**src/rtl/muller_c_proj_formal.sv**
```systemverilog
// Three clocked 2-input Muller C-elements feeding a clocked 3-input C-element,
// with a transition counter on the combined output and a sticky self-check flag.
module muller_c_proj_formal (
  input  logic       clk,
  input  logic       rst_n,
  input  logic [5:0] io_in,
  output logic [3:0] io_out,
  output logic [7:0] toggle_cnt,
  output logic       err
);

  logic [2:0] pa, pb;
  logic [2:0] c_q, c_d;
  logic       call_q, call_d;
  logic [7:0] cnt_q, cnt_d;
  logic       err_q, err_d;
  logic       stage_viol, all_viol;

  assign pa = {io_in[4], io_in[2], io_in[0]};
  assign pb = {io_in[5], io_in[3], io_in[1]};

  always_comb begin
    c_d    = (pa & pb) | (c_q & (pa | pb));
    call_d = (&c_q) | (call_q & (|c_q));
    cnt_d  = cnt_q + {7'd0, call_d ^ call_q};
    // A stage may only move when its own inputs agree.
    stage_viol = |((c_d ^ c_q) & (pa ^ pb));
    all_viol   = (call_d ^ call_q) & ~((&c_q) | ~(|c_q));
    err_d      = err_q | stage_viol | all_viol;
  end

  always_ff @(posedge clk or negedge rst_n) begin
    if (!rst_n) begin
      c_q    <= 3'b000;
      call_q <= 1'b0;
      cnt_q  <= 8'd0;
      err_q  <= 1'b0;
    end else begin
      c_q    <= c_d;
      call_q <= call_d;
      cnt_q  <= cnt_d;
      err_q  <= err_d;
    end
  end

  assign io_out     = {call_q, c_q};
  assign toggle_cnt = cnt_q;
  assign err        = err_q;

`ifdef FORMAL
  logic f_past_q;
  always_ff @(posedge clk or negedge rst_n) begin
    if (!rst_n) f_past_q <= 1'b0;
    else        f_past_q <= 1'b1;
  end

  always @(posedge clk) begin
    if (rst_n && f_past_q && $past(rst_n)) begin
      a_stage: assert (c_q == (($past(pa) & $past(pb)) |
                               ($past(c_q) & ($past(pa) | $past(pb)))));
      a_all:   assert (call_q == ((&$past(c_q)) | ($past(call_q) & (|$past(c_q)))));
    end
    if (rst_n) begin
      a_err: assert (err_q == 1'b0);
      c_all_set: cover (call_q);
    end
  end
`endif

endmodule

```
**config.mk**
```make
export PLATFORM = sky130hd
export DESIGN_NAME = muller_c_proj_formal
export DESIGN_NICKNAME = d
export VERILOG_FILES = /design/src/rtl/muller_c_proj_formal.sv
export SDC_FILE = /design/constraint.sdc
export NUM_CORES = 1
export LEC_CHECK = 0
export BUFFER_PORTS_ARGS = -buffer_cell sky130_fd_sc_hd__buf_4
export CAP_MARGIN = 30
export CORE_AREA = 5 5 44 46
export DETAILED_ROUTE_END_ITERATION = 8
export DIE_AREA = 0 0 49 51
export PLACE_DENSITY = 0.72
export SYNTH_ARGS = -nofsm -noshare
export SYNTH_HDL_FRONTEND = slang
export SYNTH_SLANG_ARGS = --single-unit
```
**constraint.sdc**
```tcl
create_clock -name clk -period 1.6 [get_ports clk]
set_input_delay 0.24 -clock clk [delete_from_list [all_inputs] [get_ports clk]]
set_output_delay 0.24 -clock clk [all_outputs]
set_load 0.005 [all_outputs]
```
# Word-level counts from Yosys, hierarchy flattened
# Cells that the tools add are included.
# W data, S select, Z words.
[word_totals] input_bits=8 elab_cells=24 reg_bits=13 output_inout_bits=13
[classes] n_bitwise=16 n_addsub=1 reduce_logical=3
[ops] operator="$and A3 B3 Y3" count=3
[ops] operator="$add A8 B1 Y8" count=1
[ops] operator="$or A3 B3 Y3" count=2
[ops] operator="$reduce_or A3 Y1" count=2
[ops] operator="$xor A3 B3 Y3" count=2
[ops] operator="$or A1 B1 Y1" count=4
[ops] operator="$reduce_and A3 Y1" count=1
[ops] operator="$and A1 B1 Y1" count=2
[ops] operator="$not A1 Y1" count=2
[ops] operator="$xor A1 B1 Y1" count=1

# Logic depth before layout (Yosys ltp)
# Gate-level depths: netlist (run 1).
[logic_depth] word_depth=8 mapped_depth=8 mapped_depth_nobuf=8

# Worst setup path after synthesis (run 1)
# No wires, ideal clock.
[synth_path] kind="flip-flop to flip-flop" from="register c_q[2]" to="register cnt_q[6], in the netlist toggle_cnt[6]" t_required_ns=1.521 path_buffers=0 t_arrival_ns=1.398 synth_period_minus_slack_ns=1.478 stages_incl_launch_ff=8 setup_time_ns=0.079 path_slack_ns=0.122 cell_sequence="dfrtp_1 -> inv_1 -> o31ai_1 -> ha_1 -> ha_1 -> nand3_1 -> nor2_1 -> xor2_1"
[synth_between] elab_chain_len=5 elab_cells_between_ends=6 cone_classes="add/sub (1); bitwise (3); reduce/logical (2)"
[synth_lines] element="start, declared" line_no="13" rtl="logic [2:0] c_q, c_d;"
[synth_lines] element="start signal, assigned" line_no="34" rtl="c_q <= 3'b000;"
[synth_lines] element="start signal, assigned" line_no="39" rtl="c_q <= c_d;"
[synth_lines] element="$reduce_or A3 Y1" line_no="24" rtl="call_d = (&c_q) | (call_q & (|c_q));"
[synth_lines] element="$and A1 B1 Y1" line_no="24"
[synth_lines] element="$or A1 B1 Y1 *" line_no="24"
[synth_lines] element="$xor A1 B1 Y1 *" line_no="25" rtl="cnt_d = cnt_q + {7'd0, call_d ^ call_q};"
[synth_lines] element="$add A8 B1 Y8 *" line_no="25"
[synth_lines] element="via cnt_d[6]" line_no="15" rtl="logic [7:0] cnt_q, cnt_d;"
[synth_lines] element="end signal, assigned" line_no="41" rtl="cnt_q <= cnt_d;"
[synth_lines] element="end, declared" line_no="15"
# The timed path passes the listed nets; every way through them passes the cells marked *.

# Worst setup path after layout (run 1)
# Ends and elaborated chain as after synthesis.

==> results of run 1 <==
==> worst min path at each step <==
stage                    endpoint  slack (ns)  depth (start not counted)
detailed placement  toggle_cnt[4]        0.09                          1
global route               c_q[1]        0.33                          3
floorplan                  c_q[0]       -0.06                          0
CTS                        c_q[1]        0.33                          3
finish                     c_q[1]        0.32                          3
global placement    toggle_cnt[4]        0.09                          1
==> final cells by class <==
type	instances	area [um2]	area share (%)
Timing Repair Buffer	24	182.7	20.03
Inverter	9	33.78	3.704
Sequential cell	13	325.3	35.67
Tap cell	16	20.02	2.195
Clock buffer	4	26.28	2.881
Multi-Input combinational cell	41	324.1	35.53
==> cells by family (layout without fill, tap and decap cells) <==
logic type	Yosys count	after routing	synth area share, %
DFF	13	13	48.33
buffers and inverters	10	37	6.134
adders and majority gates	8	8	14.87
and+or+nand+nor	18	18	13.57
xor gates and xnor gates	6	6	7.807
AOI/OAI and AO/OA	9	9	9.295
==> synth_stat cells, types with 2 or more instances <==
library cell / count
xnor2_1: 2
xor2_1: 4
dfrtp_1: 13
o21ai_0: 2
inv_1: 9
nand3_1: 3
nor2_1: 3
nand2_1: 7
nand4b_1: 2
ha_1: 8
==> critical path: stages, from the launching register on <==
cell and delay [ns]:
dfrtp_1 0.35, inv_1 0.08, o31ai_1 0.26, ha_2 0.22, ha_2 0.19, nand3_2 0.09, nor2_2 0.11, xor2_1 0.15
==> layer usage <==
layer  up-vias  GRT usage [%]
met5         -              0
met4         0          2.691
met3         0          2.907
met2        23          20.00
met1       258          12.93
li1        266              -
==> sequential cells by signal, summed over array words and instances, names as in the netlist <==
name / flops
toggle_cnt: 8
call_q: 1
c_q: 3
err: 1
==> power groups by stage <==
stage	clock network, mW	registers [mW]	logic, mW
2_1_floorplan	0	0.459	0.0801
3_3_place_gp	0	0.453	0.235
3_5_place_dp	0	0.457	0.236
4_1_cts	0.202	0.450	0.238
5_1_grt	0.215	0.467	0.267
6_report	0.199	0.453	0.233
==> repair_timing <==
item                                   CTS  global route
hold buffers                             1             0
setup endpoints to repair                0             2
gates resized for setup                  0             5
setup buffers                            0             0
endpoints found under the hold margin   13             0
==> impl_metrics.toml, run 1 <==
[sta]
skew_ns = 0.01286
hold_viol = 0
timing.final.ws_setup_ns = 0.07816
tns_ns = 0
slew_headroom_pct = 84.18
grt_setup_unrepaired = "yes"
post-route-min-period_ns = 1.522
max_freq_mhz = 657.1
period_share_pct = 95.12
whs_ns = 0.3233
setup_viol = 0
worst_pin_slew_ns = 0.2366
slew_viol_final = 0

[detailed_routing]
wirelength_mm = 1.232
dr_wl_met3_um = 88
wl_met1_um = 532
top_layer = "met3"
drt-initial-drc-count = 4
wl_met2_um = 612
ant_nets = 0
vias = 547
drt_first_pass_iters = 4
routed_via_density = 5.112
wire_per_inst_um = 11.51
drc = 0

[place]
dpl_cell_area_um2 = 858.3
pre_cts_slack_ns = 0.07779
place_inst = 102
dp_hpwl_mm = 1.006
numPortBuffers = 20
place.gp.congestion = 0.7490

[setup_path]
path_max_fanout = 4
cp_data_required_time_ns = 1.78
crit_end = "toggle_cnt[6]"
worst_ep_arrival_time_ns = 1.71
crit_type = "reg2reg"
r2r_cells = 7
end_kind = "flop"
r2r_setup_slack_ns = 0.08
crit_start = "c_q[2]"
rr_startpoint = "c_q[2]"
crit_path_start_kind = "flop"
r2r_end = "toggle_cnt[6]"

[status]
status = "finished, final reports clean"

[die]
fp.coreArea_mm2 = 0.001471
die_area_mm2 = 0.002499
num_rows = 14
initial_utilization_pct = 45.75
chipWidth_um = 49
die_h_um = 51
ios = 21

[cts]
clock_latency_ns = 0.27
htree_levels = 1
cts-root-buf = "clkbuf_4"
clock_sinks = 13
clk_pin_slew_worst_paths_ns = 0.09
cts_buffers = 3
clk_path_buf_depth = 2
cts_tree = "done"

[grt]
antenna_found_initial = 0
overflow = 0
grt_util_all_layers_pct = 11.02
grt_pass1_vias = 535
grt_pass1_wl_mm = 2.208
grt_max_degree = 14

[logic_synthesis]
synth_fp_nets = 80
ys_seq_elements = 13
synth_cell_type_count = 21
yosysSeqAreaShare_pct = 48.33
synth_top_cell_by_area = "dfrtp_1"
synth_edf_count = 0
ys.flop_type = "dfrtp_1"
synthTopCellsByArea = "dfrtp_1 48%, ha_1 15%, xor2_1 5.2%"
syn-cell-area_um2 = 673.1
synth_cells = 64
async_reset_ff_share_pct = 100.0
synth_warnings = 0
synth_top_area_share_pct = 48.33
synth.avg_cell_area_um2 = 10.52

[layout]
diodes = 0
final_cells = 107
n_fill_cell = 128
drive_above_1_share_pct = 35.16
design_area_um2 = 912.1
nets = 108
final_util_pct = 61.99
synthToLayoutAreaGrowth_pct = 35.50
final_common_cell = "buf_4"
final_cell_mix = "23 x buf_4, 13 x dfrtp_1, 9 x inv_1"

[power]
power.sequential.fraction_pct = 51.2
p_total_mw = 0.8855
p_comb_share_pct = 26.3
p_sw_mw = 0.2563
leakagePower_nw = 0.4784
powerDensity_mw_per_mm2 = 970.8
internal_power_mw = 0.6292
peakVddDrop_mv = 0.5284
switching_share_pct = 28.95
pwr-share-clk_pct = 22.4

[min_path]
min_from = "io_in[3]"
hp-class = "in2reg"

[flow_run]
cap_violations = 0
Note: power is estimated with default switching activity, not from simulation.
==> inputs of run 2 (changes only) <==
--- a/config.mk
+++ b/config.mk
@@ -7,9 +7,9 @@
 export LEC_CHECK = 0
 export BUFFER_PORTS_ARGS = -buffer_cell sky130_fd_sc_hd__buf_4
 export CAP_MARGIN = 30
-export CORE_AREA = 5 5 44 46
+export CORE_AREA = 2 2 41 43
 export DETAILED_ROUTE_END_ITERATION = 8
-export DIE_AREA = 0 0 49 51
+export DIE_AREA = 0 0 43 45
 export PLACE_DENSITY = 0.72
 export SYNTH_ARGS = -nofsm -noshare
 export SYNTH_HDL_FRONTEND = slang
==> impl_metrics.toml, run 2 (synthesized netlist as in run 1, its figures left out) <==
[status]
status = "finished, final reports clean"

[detailed_routing]
drt-initial-drc-count = 3
wl_met2_um = 664
drc = 0
drt_first_pass_iters = 2
ant_nets = 0
dr_wl_met3_um = 73
wire_per_inst_um = 11.50
routed_via_density = 5.131
vias = 549
wl_met1_um = 492
top_layer = "met3"
wirelength_mm = 1.230

[power]
leakagePower_nw = 0.4817
powerDensity_mw_per_mm2 = 969.8
p_total_mw = 0.9112
internal_power_mw = 0.6402
p_comb_share_pct = 27.4
switching_share_pct = 29.74
pwr-share-clk_pct = 21.4
p_sw_mw = 0.2710
peakVddDrop_mv = 0.7059
power.sequential.fraction_pct = 51.2

[die]
die_area_mm2 = 0.001935
ios = 21
initial_utilization_pct = 45.75
fp.coreArea_mm2 = 0.001471
num_rows = 14
die_h_um = 45
chipWidth_um = 43

[sta]
worst_pin_slew_ns = 0.2053
slew_headroom_pct = 86.23
period_share_pct = 96.35
tns_ns = 0
timing.final.ws_setup_ns = 0.05846
slew_viol_final = 0
setup_viol = 0
hold_viol = 0
grt_setup_unrepaired = "yes"
skew_ns = 0.002881
post-route-min-period_ns = 1.542
max_freq_mhz = 648.7

[grt]
grt_max_degree = 14
grt_util_all_layers_pct = 15.00
grt_pass1_wl_mm = 2.132
antenna_found_initial = 0
grt_pass1_vias = 559
overflow = 0

[cts]
clock_latency_ns = 0.26
clk_pin_slew_worst_paths_ns = 0.08
clk_path_buf_depth = 2
cts-root-buf = "clkbuf_4"
htree_levels = 1
cts_buffers = 3
clock_sinks = 13
cts_tree = "done"

[layout]
final_cell_mix = "23 x buf_4, 13 x dfrtp_1, 9 x inv_1"
nets = 108
final_common_cell = "buf_4"
n_fill_cell = 127
largest_reg_flops = 8
final_cells = 107
drive_above_1_share_pct = 36.26
final_util_pct = 63.86
synthToLayoutAreaGrowth_pct = 39.59
diodes = 0

[setup_path]
path_cells = "nand2_1 -> o31ai_2 -> ha_2 -> nand3_1 -> nor3_2 -> xor2_1"
worst_ep_arrival_time_ns = 1.74
crit_buf_inv = 0
crit_type = "reg2reg"
max_stage_delay_ns = 0.40
cpMaxStageDelayCell = "dfrtp_1"
cp_data_required_time_ns = 1.79
crit_path_start_kind = "flop"
path_max_fanout = 4
cp_top_family = "simple AND/OR/NAND/NOR gates"
end_kind = "flop"

[place]
place.gp.congestion = 0.7395
place_inst = 102
pre_cts_slack_ns = 0.01873
numPortBuffers = 20
dp_hpwl_um = 989.5

[min_path]
hp-class = "in2reg"

[flow_run]
cap_violations = 0
==> run 2: per-layer routing <==
| metal | vias up | track usage (%) |
|---|---|---|
| li1 | 270 | - |
| met1 | 265 | 16.03 |
| met2 | 14 | 28.48 |
| met3 | 0 | 3.600 |
| met4 | 0 | 6.061 |
| met5 | - | 0 |
==> run 2: timing repair <==
action                                  4_1_cts  5_1_grt
hold endpoints to repair                     13        0
hold buffers                                  1        0
buffers inserted                              0        0
pin swaps                                     0        7
endpoints found under the setup margin        2        2
gates cloned                                  0        0
resized for setup                             1        8
==> run 2: power by group through the flow <==
| stage | Clock (mW) | Sequential [mW] | Combinational (mW) |
|---|---|---|---|
| 6_report | 0.195 | 0.467 | 0.249 |
| 5_1_grt | 0.225 | 0.478 | 0.277 |
| 4_1_cts | 0.203 | 0.450 | 0.243 |
| 3_5_place_dp | 0 | 0.455 | 0.235 |
| 3_3_place_gp | 0 | 0.453 | 0.232 |
| 2_1_floorplan | 0 | 0.459 | 0.0801 |
==> run 2: area by class of cell <==
type	count	area [um2]	area share [%]
Clock buffer	4	26.28	2.796
Inverter	9	33.78	3.595
Multi-Input combinational cell	41	351.6	37.42
Sequential cell	13	325.3	34.62
Tap cell	16	20.02	2.130
Timing Repair Buffer	24	182.7	19.44
==> run 2: path summary, 6_finish.rpt <==
check                           cells past startpoint          start             to  slack, ns
worst max register to register                      6         c_q[0]  toggle_cnt[7]       0.06
min in group asynchronous                           2          rst_n         c_q[2]       0.35
worst min-delay path                                3       io_in[3]         c_q[1]       0.34
worst min register to register                      1  toggle_cnt[7]  toggle_cnt[7]       0.48
max in group asynchronous                           2          rst_n  toggle_cnt[4]       1.09
worst max-delay path                                6         c_q[0]  toggle_cnt[7]       0.06
==> run 2: tightest hold or removal path: stages <==
cell and delay (ns):
buf_4 0.08, ha_1 0.16, a21o_1 0.09
==> run 2: per-stage QoR <==
| stage | hold slack (ns) | area, um2 |
|---|---|---|
| 3_3_place_gp | 0.09074 | 858.3 |
| 2_1_floorplan | -0.05559 | 673.1 |
| 5_1_grt | 0.3502 | 939.7 |
| 4_1_cts | 0.3386 | 899.6 |
| 3_5_place_dp | 0.09298 | 858.3 |
| 6_report | 0.3397 | 939.7 |
==> inputs of run 3 (changes only) <==
--- a/config.mk
+++ b/config.mk
@@ -5,12 +5,13 @@
 export SDC_FILE = /design/constraint.sdc
 export NUM_CORES = 1
 export LEC_CHECK = 0
+export ABC_AREA = 1
 export BUFFER_PORTS_ARGS = -buffer_cell sky130_fd_sc_hd__buf_4
 export CAP_MARGIN = 30
-export CORE_AREA = 2 2 41 43
+export CORE_AREA = 2 2 42 44
 export DETAILED_ROUTE_END_ITERATION = 8
-export DIE_AREA = 0 0 43 45
-export PLACE_DENSITY = 0.72
+export DIE_AREA = 0 0 44 46
+export PLACE_DENSITY = 0.73
 export SYNTH_ARGS = -nofsm -noshare
 export SYNTH_HDL_FRONTEND = slang
 export SYNTH_SLANG_ARGS = --single-unit
==> impl_metrics.toml, run 3 <==
[logic_synthesis]
synth_top_family_by_area = "simple AND/OR/NAND/NOR gates"
synth_cell_type_count = 14
synth_warnings = 0
ys_seq_elements = 13
synth_most_common_cell = "inv_1"
yosysSeqAreaShare_pct = 44.91
synth_top_cell_by_area = "dfrtp_1"
muxShareOfSynthArea_pct = 0
synth.avg_cell_area_um2 = 8.424
async_reset_ff_share_pct = 100.0
synth_edf_count = 0
netlist_top_cells_count = "22 x inv_1, 19 x nand2_1, 13 x dfrtp_1, 8 x ha_1, 7 x nor2_1"
synth_compound_area_share_pct = 3.454
synth_fa_ha_area_share_pct = 13.82
syn-cell-area_um2 = 724.4
synth_top_area_share_pct = 44.91
ys.flop_type = "dfrtp_1"
synth_cells = 86
synthTopCellsByArea = "dfrtp_1 45%, ha_1 14%, inv_1 11%"
synth-simple-area-share_pct = 19.34
synth-xor-area-share_pct = 6.045
synth_fp_nets = 102

[setup_path]
path_max_fanout = 3
cpMaxStageDelayCell = "dfrtp_1"
worst_ep_arrival_time_ns = 1.65
crit_path_start_kind = "flop"
crit_type = "reg2reg"
max_stage_delay_ns = 0.42
cp_data_required_time_ns = 1.79
end_kind = "flop"
path_cells = "inv_2 -> nand3_1 -> nand2_1 -> nand2_1 -> inv_2 -> ha_4 -> ha_4 -> nand3_2 -> nor2_2 -> xor2_1"

[layout]
final_cells = 131
drive_above_1_share_pct = 30.70
diodes = 0
final_util_pct = 60.85
n_fill_cell = 149
nets = 131
largest_reg_flops = 8
seq_area_um2 = 325.3
synthToLayoutAreaGrowth_pct = 35.58
final_common_cell = "buf_4"
multi_input_area_um2 = 336.6
final_cell_mix = "24 x buf_4, 20 x inv_1, 19 x nand2_1"

[die]
ios = 21
initial_utilization_pct = 44.88
die_area_mm2 = 0.002024
die_h_um = 46
chipWidth_um = 44
fp.coreArea_mm2 = 0.001614
num_rows = 15

[status]
status = "finished, final reports clean"

[detailed_routing]
ant_nets = 0
wire_per_inst_um = 10.06
wirelength_mm = 1.318
drt_first_pass_iters = 4
routed_via_density = 4.687
vias = 614
drt-initial-drc-count = 4
drc = 0

[cts]
clock_sinks = 13
clock_latency_ns = 0.26
cts-root-buf = "clkbuf_4"
cts_tree = "done"
clk_pin_slew_worst_paths_ns = 0.08
htree_levels = 1
clk_path_buf_depth = 2
cts_buffers = 3

[sta]
slew_headroom_pct = 87.29
setup_viol = 0
period_share_pct = 91.18
worst_pin_slew_ns = 0.1906
whs_ns = 0.3517
skew_ns = 0.003665
slew_viol_final = 0
hold_viol = 0
post-route-min-period_ns = 1.459
max_freq_mhz = 685.5
grt_setup_unrepaired = "no"
tns_ns = 0

[power]
internal_power_mw = 0.7447
leakagePower_nw = 0.5724
p_comb_share_pct = 35.2
switching_share_pct = 33.20
powerDensity_mw_per_mm2 = 1135
p_total_mw = 1.115
pwr-share-clk_pct = 17.5
p_sw_mw = 0.3702
power.sequential.fraction_pct = 47.3
peakVddDrop_mv = 0.3853

[grt]
grt_pass1_wl_mm = 2.159
grt_max_degree = 14
grt_pass1_vias = 557
overflow = 0
grt_util_all_layers_pct = 14.94
antenna_found_initial = 0

[place]
place.gp.congestion = 0.7846
dp_hpwl_mm = 1.092
place_inst = 123
numPortBuffers = 20

[min_path]
hp-class = "in2async"

[flow_run]
cap_violations = 0
run 3: timing repair:
item	CTS	global route
gates cloned	0	0
gates resized for setup	1	6
endpoints found under the setup margin	1	3
pin swaps	0	1
setup buffers	1	2
hold endpoints to repair	13	0
hold buffers	1	0
run 3: routing by layer:
layer	wire (um)	share of wire [%]	vias up	global-route usage, %
li1	-	-	311	-
met1	502	38	289	14.53
met2	742	56	14	29.71
met3	73	5.5	0	3.968
met4	0	0	0	5.455
met5	0	0	-	0
run 3: cell type report:
cell class                      instances  share of cell area [%]
Inverter                               22                   8.408
Sequential cell                        13                   33.12
Clock buffer                            4                   2.675
Multi-Input combinational cell         50                   34.27
Timing Repair Buffer                   25                   19.36
Tap cell                               17                   2.166
run 3: stage by stage:
stage,setup WS [ns],instance area [um2]
after floorplan,0.1471,724.4
after global placement,0.08712,895.9
after detailed placement,0.001103,895.9
after CTS,0.001296,942.2
after global routing,0.0009668,982.2
final,0.1411,982.2
run 3: kinds of logic after synthesis:
logic type                 Yosys count
and+or+nand+nor                     32
buffers and inverters               23
DFF                                 13
adders and majority gates            8
AOI/OAI and AO/OA                    5
xor gates and xnor gates             5
run 3: worst max-delay path: cells and delay by family (launching register included):
family / cells / cell delay, ns
flip-flops: 1 / 0.42
AND/OR/NAND/NOR: 5 / 0.39
adder cells (fa/ha/maj): 2 / 0.28
XOR/XNOR: 1 / 0.15
buffers and inverters: 2 / 0.13
run 3: power groups by stage:
stage	registers (mW)	clock network (mW)	logic [mW]
after detailed placement	0.524	0	0.344
after global placement	0.522	0	0.339
after CTS	0.517	0.200	0.356
after global routing	0.543	0.218	0.460
final	0.528	0.195	0.393
after floorplan	0.517	0	0.153
run 3: worst paths after layout:
| path | startpoint | to | slack [ns] | cells after the start |
|---|---|---|---|---|
| max | c_q[1] | toggle_cnt[6] | 0.14 | 10 |
| min | rst_n | toggle_cnt[5] | 0.35 | 2 |
| max reg2reg | c_q[1] | toggle_cnt[6] | 0.14 | 10 |
| min reg2reg | err | err | 0.48 | 2 |
| max in group asynchronous | rst_n | toggle_cnt[1] | 1.09 | 2 |
| min in group clk | io_in[1] | c_q[0] | 0.36 | 4 |
